--- config.mk ---
export PLATFORM = sky130hd
export DESIGN_NAME = adsr_envelope
export DESIGN_NICKNAME = d
export VERILOG_FILES = /design/src/rtl/synth_pkg.sv /design/src/rtl/adsr_envelope.sv
export SDC_FILE = /design/constraint.sdc
export NUM_CORES = 1
export LEC_CHECK = 0
export ABC_AREA = 1
export BUFFER_PORTS_ARGS = -buffer_cell sky130_fd_sc_hd__buf_2
export CELL_PAD_IN_SITES_DETAIL_PLACEMENT = 0
export CELL_PAD_IN_SITES_GLOBAL_PLACEMENT = 1
export CORE_ASPECT_RATIO = 1.25
export CORE_MARGIN = 2
export CORE_UTILIZATION = 40
export CTS_CLUSTER_DIAMETER = 120
export DETAILED_ROUTE_END_ITERATION = 8
export PLACE_DENSITY_LB_ADDON = 0.25
export SYNTH_ARGS = -nofsm -noshare
export SYNTH_HDL_FRONTEND = slang
export SYNTH_SLANG_ARGS = --single-unit
--- constraint.sdc ---
create_clock -name Clk -period 6.06 [get_ports Clk]
set_input_delay 0.303 -clock Clk [delete_from_list [all_inputs] [get_ports Clk]]
set_output_delay 0.303 -clock Clk [all_outputs]
set_load 0.005 [all_outputs]
--- src/rtl/synth_pkg.sv ---
// synth_pkg: types and helpers shared by envelope-style generators.
//   env_state_t : envelope state encoding (IDLE..RELEASE).
//   ENV_WIDTH   : envelope level / rate width (matches the NCO amplitude width).
//   ENV_MAX     : all-ones level at ENV_WIDTH (saturation point).
//   env_step    : one envelope step, either a saturating add (rising) or a
//                 clamp-to-floor subtract (falling), reporting when the
//                 segment has finished.
package synth_pkg;

    localparam int ENV_WIDTH = 16;
    localparam logic [ENV_WIDTH-1:0] ENV_MAX = {ENV_WIDTH{1'b1}};

    typedef enum logic [2:0] {
        IDLE    = 3'd0,
        ATTACK  = 3'd1,
        DECAY   = 3'd2,
        SUSTAIN = 3'd3,
        RELEASE = 3'd4
    } env_state_t;

    typedef struct packed {
        logic                 done;
        logic [ENV_WIDTH-1:0] level;
    } env_step_t;

    // Rising: level + rate in ENV_WIDTH+1 bits; a carry or an all-ones result
    // pins the level at ENV_MAX and ends the segment.
    // Falling: if level <= floor + rate (no wrap, ENV_WIDTH+1 bits) the level
    // lands exactly on the floor and the segment ends; otherwise subtract.
    function automatic env_step_t env_step(
        input logic [ENV_WIDTH-1:0] level,
        input logic [ENV_WIDTH-1:0] rate,
        input logic [ENV_WIDTH-1:0] floor_level,
        input logic                 rising
    );
        logic [ENV_WIDTH:0] sum;
        env_step_t          res;
        sum       = {1'b0, level} + {1'b0, rate};
        res.done  = 1'b0;
        res.level = level;
        if (rising) begin
            if (sum[ENV_WIDTH] || (sum[ENV_WIDTH-1:0] == ENV_MAX)) begin
                res.done  = 1'b1;
                res.level = ENV_MAX;
            end else begin
                res.level = sum[ENV_WIDTH-1:0];
            end
        end else begin
            sum = {1'b0, floor_level} + {1'b0, rate};
            if ({1'b0, level} <= sum) begin
                res.done  = 1'b1;
                res.level = floor_level;
            end else begin
                res.level = level - rate;
            end
        end
        return res;
    endfunction

endpackage

--- src/rtl/adsr_envelope.sv ---
// adsr_envelope: per-voice ADSR amplitude envelope feeding the NCO.
// Ports:
//   Clk, Reset        : system clock, synchronous active-high reset.
//   sample_tick       : one-cycle strobe at the audio sample rate.
//   gate              : note held (1) / released (0).
//   attack_rate, decay_rate, sustain_level, release_rate : envelope settings,
//                       sampled on the tick cycle.
//   A_out             : current envelope level (NCO A_in).
//   loadA             : one-cycle strobe when A_out changed or was re-asserted.
//   key_on            : high whenever the envelope is not IDLE.
//   env_state         : current state encoding (env_state_t).
module adsr_envelope
    import synth_pkg::*;
#(
    parameter int WIDTH = ENV_WIDTH
) (
    input  logic             Clk,
    input  logic             Reset,
    input  logic             sample_tick,
    input  logic             gate,
    input  logic [WIDTH-1:0] attack_rate,
    input  logic [WIDTH-1:0] decay_rate,
    input  logic [WIDTH-1:0] sustain_level,
    input  logic [WIDTH-1:0] release_rate,
    output logic [WIDTH-1:0] A_out,
    output logic             loadA,
    output logic             key_on,
    output logic [2:0]       env_state
);

    env_state_t       state_r;
    logic [WIDTH-1:0] level_r;
    logic             gate_q_r;
    logic             rise_r;
    logic             fall_r;
    logic             load_r;
    logic             key_on_r;
    env_step_t        step_s;

    // Candidate next level for the active segment (single add/compare path).
    always_comb begin
        step_s = {1'b0, level_r};
        case (state_r)
            ATTACK:  step_s = env_step(level_r, attack_rate, {WIDTH{1'b0}}, 1'b1);
            DECAY:   step_s = env_step(level_r, decay_rate, sustain_level, 1'b0);
            RELEASE: step_s = env_step(level_r, release_rate, {WIDTH{1'b0}}, 1'b0);
            default: step_s = {1'b0, level_r};
        endcase
    end

    // Envelope FSM: gate edges (registered one cycle after gate_q) take
    // priority over a same-cycle tick, and always keep the current level.
    always_ff @(posedge Clk) begin
        if (Reset) begin
            state_r  <= IDLE;
            level_r  <= {WIDTH{1'b0}};
            gate_q_r <= 1'b0;
            rise_r   <= 1'b0;
            fall_r   <= 1'b0;
            load_r   <= 1'b0;
            key_on_r <= 1'b0;
        end else begin
            gate_q_r <= gate;
            rise_r   <= gate & ~gate_q_r;
            fall_r   <= ~gate & gate_q_r;
            load_r   <= 1'b0;
            if (rise_r) begin
                state_r  <= ATTACK;
                key_on_r <= 1'b1;
                load_r   <= 1'b1;
            end else if (fall_r && ((state_r == ATTACK) || (state_r == DECAY) ||
                                    (state_r == SUSTAIN))) begin
                state_r <= RELEASE;
                load_r  <= 1'b1;
            end else if (sample_tick && (state_r != IDLE)) begin
                load_r <= 1'b1;
                case (state_r)
                    ATTACK: begin
                        level_r <= step_s.level;
                        if (step_s.done) state_r <= DECAY;
                    end
                    DECAY: begin
                        level_r <= step_s.level;
                        if (step_s.done) state_r <= SUSTAIN;
                    end
                    SUSTAIN: begin
                        // Re-load every tick so live sustain changes are tracked.
                        level_r <= sustain_level;
                    end
                    RELEASE: begin
                        level_r <= step_s.level;
                        if (step_s.done) begin
                            state_r  <= IDLE;
                            key_on_r <= 1'b0;
                        end
                    end
                    default: begin
                        state_r  <= IDLE;
                        level_r  <= {WIDTH{1'b0}};
                        key_on_r <= 1'b0;
                    end
                endcase
            end
        end
    end

    assign A_out     = level_r;
    assign loadA     = load_r;
    assign key_on    = key_on_r;
    assign env_state = state_r;

endmodule

==> results of run 1 <==
## metal layers
layer,routed length (um),vias up,GRT usage [%]
met4,268,0,6.04
met1,6860,2449,27.1
li1,-,2998,-
met5,0,-,0
met2,7500,110,43.4
met3,410,19,0.849
## kinds of logic (layout without fill, tap and decap cells)
group / count (synthesis) / in the layout
flops: 24 / 24
fa+ha+maj: 83 / 83
buf+inv: 151 / 236
xor+xnor: 39 / 39
compound gates: 159 / 159
simple gates: 409 / 409
## path summary, 6_finish.rpt
check | cells after the start | endpoint | start
worst max-delay path | 26 | A_out[12]$_SDFFE_PP0P_ | decay_rate[2]
worst min-delay path | 2 | fall_r$_SDFF_PP0_ | gate
worst max register to register | 19 | env_state[0]$_SDFFE_PP0P_ | A_out[0]$_SDFFE_PP0P_
worst min register to register | 1 | rise_r$_SDFF_PP0_ | gate_q_r$_SDFF_PP0_
## state kept, by name, indices dropped and copies added (netlist names)
register and cells:
env_state 3, loadA 1, fall_r 1, key_on 1, gate_q_r 1, A_out 16
rise_r 1
## layout by cell type, fill, tap and decap left out, types with 3 or more instances in the layout
master,synthesis,final
buf_4,1,3
a21boi_1,3,3
xnor2_1,15,15
nor2_2,3,3
fa_1,4,4
nand3_1,60,60
o21ai_1,6,6
inv_1,136,136
dfxtp_1,24,24
a21oi_1,84,84
nor3_1,11,10
nand2_1,215,215
nand4_1,11,11
nand3b_1,9,9
xor2_1,23,23
nand2_2,7,7
o21ai_0,50,50
o21a_1,4,4
nor2_1,82,82
clkbuf_16,0,3
ha_1,79,79
buf_2,1,88
inv_2,4,4
## power breakdown
| group | switching (mW) | internal [mW] | total, mW |
|---|---|---|---|
| sequential | 0.0304 | 0.173 | 0.203 |
| combinational | 0.353 | 0.227 | 0.580 |
| clock | 0.0615 | 0.132 | 0.193 |
| total | 0.445 | 0.531 | 0.976 |
## worst reg2reg max path, stage by stage, from the launching register on
cell     delay, ps
dfxtp_1        350
inv_1          120
ha_1           210
inv_1           70
fa_1           200
nand3_1         90
nand3_1        120
nand3_1         80
nand3_1        110
nand2_1         60
nand2_1        140
nand2_1        110
nand2_1         80
nand2_1         90
nor2_4         360
inv_2          140
nand3_1        160
nand2_1         80
a21oi_1        130
nor2_1          60
## cell type report
class	instances	area [um2]	share of cell area, %
Clock buffer	3	75.1	1.29
Clock inverter	1	30.0	0.514
Inverter	141	529	9.06
Multi-Input combinational cell	690	4050	69.4
Sequential cell	24	480	8.23
Tap cell	168	210	3.60
Timing Repair Buffer	91	463	7.93
## per-stage QoR
step | utilization [%] | power (mW) | worst slack (ps) | hold WS [ps]
after floorplan | - | 0.628 | 2760 | 375
after global placement | 45.5 | 0.789 | 2040 | 414
after detailed placement | 45.5 | 0.786 | 1920 | 421
after CTS | 46.3 | 0.984 | 2210 | 197
after global routing | 46.3 | 1.08 | 1710 | 221
final | 46.3 | 0.976 | 2220 | 199
==> run summary, run 1 <==
Slowest library cell on the worst path: ha_1
Layout cell share with drive strength beyond 1: 12.9%
Required time of the critical path: 6220 ps
RSZ-0062 raised after global routing: false
Dpl cells: 1114
Hold_buf cts: 0
Outcome: completed
Synth top area cells: ha_1 (19%), nand2_1 (16%), inv_1 (10%)
Mux cell area share after synthesis: 0%
Synth Area in XOR/XNOR: 6.83%
DRT Pass-1 Iters: 5
Chip Width: 105 um
Starting Density: 40.5%
Cell leakage power: 3.38 nW
Clock buffer depth: 2
Area growth, synth to finish: 14.4%
Core area: 0.0126 mm2
Worst path buffer plus inverter count: 2
H-tree levels: 1
Design area: 0.00584 mm2
Final nets: 1102
ANT cells: 0
Worst-path clk slew: 70 ps
Setup CP Type: primary input to register
Setup TNS: 0 ps
Post-synth top flop: dfxtp_1
Net Count, Synth: 1016
Most used cell, CP: nand2_1
Gpl congestion: 0.863
Sequential area share after synthesis: 9.41%
Asr flop ratio synth: 0%
Post-synthesis compound-gate area fraction: 16.6%
Routed length per instance: 13.5 um
Post-Route WL: 15000 um
CTS tree: done
Main combinational cell family by area after synthesis: simple AND/OR/NAND/NOR gates
Fmax: 261 MHz
Cell taking the most area after synthesis: ha_1
Clk_lat worst skew: 270 ps
Top-count cell post-synth: nand2_1
Critical path launch point type: primary input
Post-CTS Setup Inserts: 0
Crit path largest cell delay: 340 ps
Full die area: 0.0137 mm2
Synth Register Bits: 24
Critical path capture point type: register
DP HPWL: 13100 um
Vias/cell: 4.99
Final Skew: 6.61 ps
Synth warn: 0
Slew at the pin with the worst max-slew slack: 1080 ps
EDFF count, synth: 0
First-pass GRT wire length: 25000 um
Die Y: 130 um
Synthesized instance count: 865
Max-slew headroom: 27.9%
Drt initial violations: 267
Post-CTS Resized: 0
CTS Sinks: 24
Hold crit path type: primary input to register
Filler cell count: 1408
DRC Markers: 0
Total CTS buffers: 3
Fin cells: 1118
Maximum vdd drop: 97.1 uV
Detail Route Antenna Nets: 0
Vias in the first global route: 5428
Final hold viol count: 0
Crit share post-route: 63.3%
Crit Path Max Fanout: 25
Via count: 5576
Largest net degree at the start of global routing: 26
Arrival @ worst endpoint: 4000 ps
Initial antenna violation count: 0
Synth Area in Adders: 20.9%
Synth Area in Simple Gates: 34.9%
Mapped Area: 0.00511 mm2
Placed inst area: 0.00574 mm2
Max-Cap Viols: 0
Finish-stage setup viols: 0
Num rows: 46
Synth cell types: 44
Root buffer cell: clkbuf_16
Total track usage: 22.4%
Yosys top cell area share: 19.4%
Port-buffer cells: 88
Gr ovfl total: 0
Crit path time final: 3840 ps
Worst R2R Setup Slack: 3210 ps
PwrDens: 167 mW/mm2
CP delay by family, top: simple AND/OR/NAND/NOR gates
Top cells by count, synth: nand2_1 (215), inv_1 (136), a21oi_1 (84), nor2_1 (82), ha_1 (79)
Syn Area/Cell: 5.90 um2
Final Max Tran Viols: 0
I/O pin total: 89
Note: power is estimated with default switching activity, not from simulation.
==> inputs of run 2 (changes only) <==
--- a/config.mk
+++ b/config.mk
@@ -5,13 +5,13 @@
 export SDC_FILE = /design/constraint.sdc
 export NUM_CORES = 1
 export LEC_CHECK = 0
-export ABC_AREA = 1
+export ABC_AREA = 0
 export BUFFER_PORTS_ARGS = -buffer_cell sky130_fd_sc_hd__buf_2
 export CELL_PAD_IN_SITES_DETAIL_PLACEMENT = 0
 export CELL_PAD_IN_SITES_GLOBAL_PLACEMENT = 1
 export CORE_ASPECT_RATIO = 1.25
 export CORE_MARGIN = 2
-export CORE_UTILIZATION = 40
+export CORE_UTILIZATION = 39
 export CTS_CLUSTER_DIAMETER = 120
 export DETAILED_ROUTE_END_ITERATION = 8
 export PLACE_DENSITY_LB_ADDON = 0.25
==> constraint.sdc (replaced) <==
create_clock -name Clk -period 3.28 [get_ports Clk]
set_input_delay 0.164 -clock Clk [delete_from_list [all_inputs] [get_ports Clk]]
set_output_delay 0.164 -clock Clk [all_outputs]
set_load 0.005 [all_outputs]
==> run summary, run 2 <==
Net Count, Synth: 830
Routed length per instance: 17.3 um
Crit path time final: 3960 ps
CP Cell Sequence: buf_6, ha_4, a21o_1, a21oi_2, o21bai_1, a211o_1, a31oi_4, o21ai_2, a2111o_1, a2111oi_4, nor3_2, ha_1, buf_4, nand3_1, o31ai_1, a41o_1, a21o_4, buf_4, mux2_4, a21oi_2, a211oi_2
Worst R2R Setup Slack: 20 ps
Crit Path Max Fanout: 7
Chip Width: 108 um
ANT cells: 0
Drt initial violations: 236
Critical path capture point type: register
Worst-path clk slew: 70 ps
Crit path to: A_out[9]$_SDFFE_PP0P_
Arrival @ worst endpoint: 4110 ps
Via count: 5804
DRT Pass-1 Iters: 4
Sequential area share after synthesis: 9.15%
Design area: 0.00678 mm2
Top cells by count, synth: ha_1 (79), a21oi_1 (60), inv_1 (59), nor2_1 (57)
Synth warn: 0
Clock buffer depth: 2
Vias/cell: 5.75
Outcome: finished with violations
CP delay by family, top: compound AO/OA/AOI/OAI gates
Mapped Area: 0.00525 mm2
Finish-stage setup viols: 18
Synth Register Bits: 24
Synthesized instance count: 679
Total CTS buffers: 3
Maximum vdd drop: 197 uV
Top-count cell post-synth: ha_1
H-tree levels: 1
Worst path buffer plus inverter count: 3
CTS tree: done
First-pass GRT wire length: 27900 um
Slew at the pin with the worst max-slew slack: 694 ps
Largest net degree at the start of global routing: 23
Starting Density: 39.9%
Area growth, synth to finish: 29.1%
Hold crit path type: primary input to register
Vias in the first global route: 5819
Fin cells: 1009
PwrDens: 239 mW/mm2
Total track usage: 24.0%
Post-Route WL: 17500 um
I/O pin total: 89
Synth top area cells: ha_1 (19%), dfxtp_1 (9.1%), a21oi_1 (5.7%)
Port-buffer cells: 88
Reg2reg end: env_state[0]$_SDFFE_PP0P_
Die Y: 134 um
Final Skew: 8.60 ps
Initial antenna violation count: 0
Fmax: 252 MHz
Reg-to-reg startpoint: A_out[0]$_SDFFE_PP0P_
Number of cells on the critical path: 21
Root buffer cell: clkbuf_16
CTS Sinks: 24
Required time of the critical path: 3430 ps
Crit share post-route: 121%
DP HPWL: 14700 um
Layout cell share with drive strength beyond 1: 29.4%
Final Max Tran Viols: 0
Filler cell count: 1321
Yosys top cell area share: 18.8%
Hold_buf cts: 0
Num rows: 47
EDFF count, synth: 0
Core area: 0.0132 mm2
Violated checks: setup timing
Crit. Startpoint: sustain_level[1]
Most frequent cells in the layout: buf_2 (86), buf_4 (79), ha_1 (77)
Reg2Reg Depth: 11
Max-slew headroom: 53.5%
Post-synth top flop: dfxtp_1
Final nets: 990
Detail Route Antenna Nets: 0
Final hold viol count: 0
Hold_sp: gate
Full die area: 0.0144 mm2
Cell leakage power: 3.31 nW
Gpl congestion: 0.942
Critical path launch point type: primary input
Clk_lat worst skew: 270 ps
Gr ovfl total: 0
Crit path largest cell delay: 440 ps
Dpl cells: 998
Synth cell types: 90
Setup CP Type: primary input to register
Syn Area/Cell: 7.73 um2
Slowest library cell on the worst path: a2111o_1
Asr flop ratio synth: 0%
RSZ-0062 raised after global routing: true
Max-Cap Viols: 0
DRC Markers: 0
Placed inst area: 0.00642 mm2
Commonest non-fill, non-tap cell in the layout: buf_2
Cell taking the most area after synthesis: ha_1
Max FFs per register: 16
Worst setup margin: -681 ps
-- run 2: cell types whose count changed after synthesis, sizes merged, moves of 9 or more --
cell and delta:
a21o +21, a21oi -24, and3 +9, inv -81, nand2 -192, nand3 -43, nand3b -9, nor2 -29
nor2b +14, nor3 +9, o211ai +15, o21ai -17
-- run 2: worst min-delay path by stage --
stage / to / cells after the start / slack [ps]
final: fall_r$_SDFF_PP0_ / 2 / 50
after floorplan: fall_r$_SDFF_PP0_ / 1 / 240
after CTS: fall_r$_SDFF_PP0_ / 2 / 50
after global placement: fall_r$_SDFF_PP0_ / 2 / 340
after detailed placement: fall_r$_SDFF_PP0_ / 2 / 340
after global routing: fall_r$_SDFF_PP0_ / 2 / 70
-- run 2: kinds of logic after synthesis --
logic type | after synthesis | share of synthesized area (%)
AO/OA/AOI/OAI | 248 | 36.3
AND/OR/NAND/NOR | 201 | 20.1
adder cells (fa/ha/maj) | 83 | 20.3
buffers and inverters | 77 | 6.12
XOR/XNOR | 36 | 6.00
flip-flops | 24 | 9.15
multiplexers | 10 | 2.05
-- run 2: per-layer routing --
metal  track usage, %  wire length, um  up-vias  share of wire (%)
li1                 -                -     2909                  -
met1             28.4             7450     2722                 43
met2             44.6             8840      142                 51
met3             1.86              650       31                3.7
met4             8.76              520        0                3.0
met5                0                0        -                  0
-- run 2: timing repair --
item,CTS,global route
gates resized for setup,23,12
setup endpoints to repair,18,18
cloned,1,0
pin swaps,26,17
setup buffers,3,3
-- run 2: area by class of cell --
| type | instances | area (um2) | share of cell area, % |
|---|---|---|---|
| Clock inverter | 1 | 30.0 | 0.443 |
| Timing Repair Buffer | 173 | 1140 | 16.8 |
| Clock buffer | 3 | 75.1 | 1.11 |
| Sequential cell | 24 | 480 | 7.08 |
| Tap cell | 171 | 214 | 3.15 |
| Multi-Input combinational cell | 578 | 4620 | 68.1 |
| Inverter | 59 | 221 | 3.27 |
-- run 2: worst register-to-register path: cells and delay by family, from the launching register on --
kind                     cells  cell delay, ps
adder cells (fa/ha/maj)      2             680
flip-flops                   1             340
AND/OR/NAND/NOR              4             700
AO/OA/AOI/OAI                5            1420
-- run 2: through the flow --
step                hold slack, ps  total power, mW  util (%)  setup TNS, ps  worst slack [ps]
floorplan                      240            0.909         -          -9400              -689
global placement               339             1.20      48.7         -16230              -979
detailed placement             343             1.21      48.7         -17710             -1100
CTS                           53.5             1.60      50.6         -10920              -679
global route                  71.6             1.74      51.5         -13680              -837
finish                        54.5             1.62      51.5         -10670              -681
-- run 2: power breakdown --
part,switching (mW),internal (mW),total (mW)
clock,0.125,0.243,0.368
combinational,0.489,0.438,0.927
sequential,0.0208,0.305,0.326
total,0.635,0.986,1.62
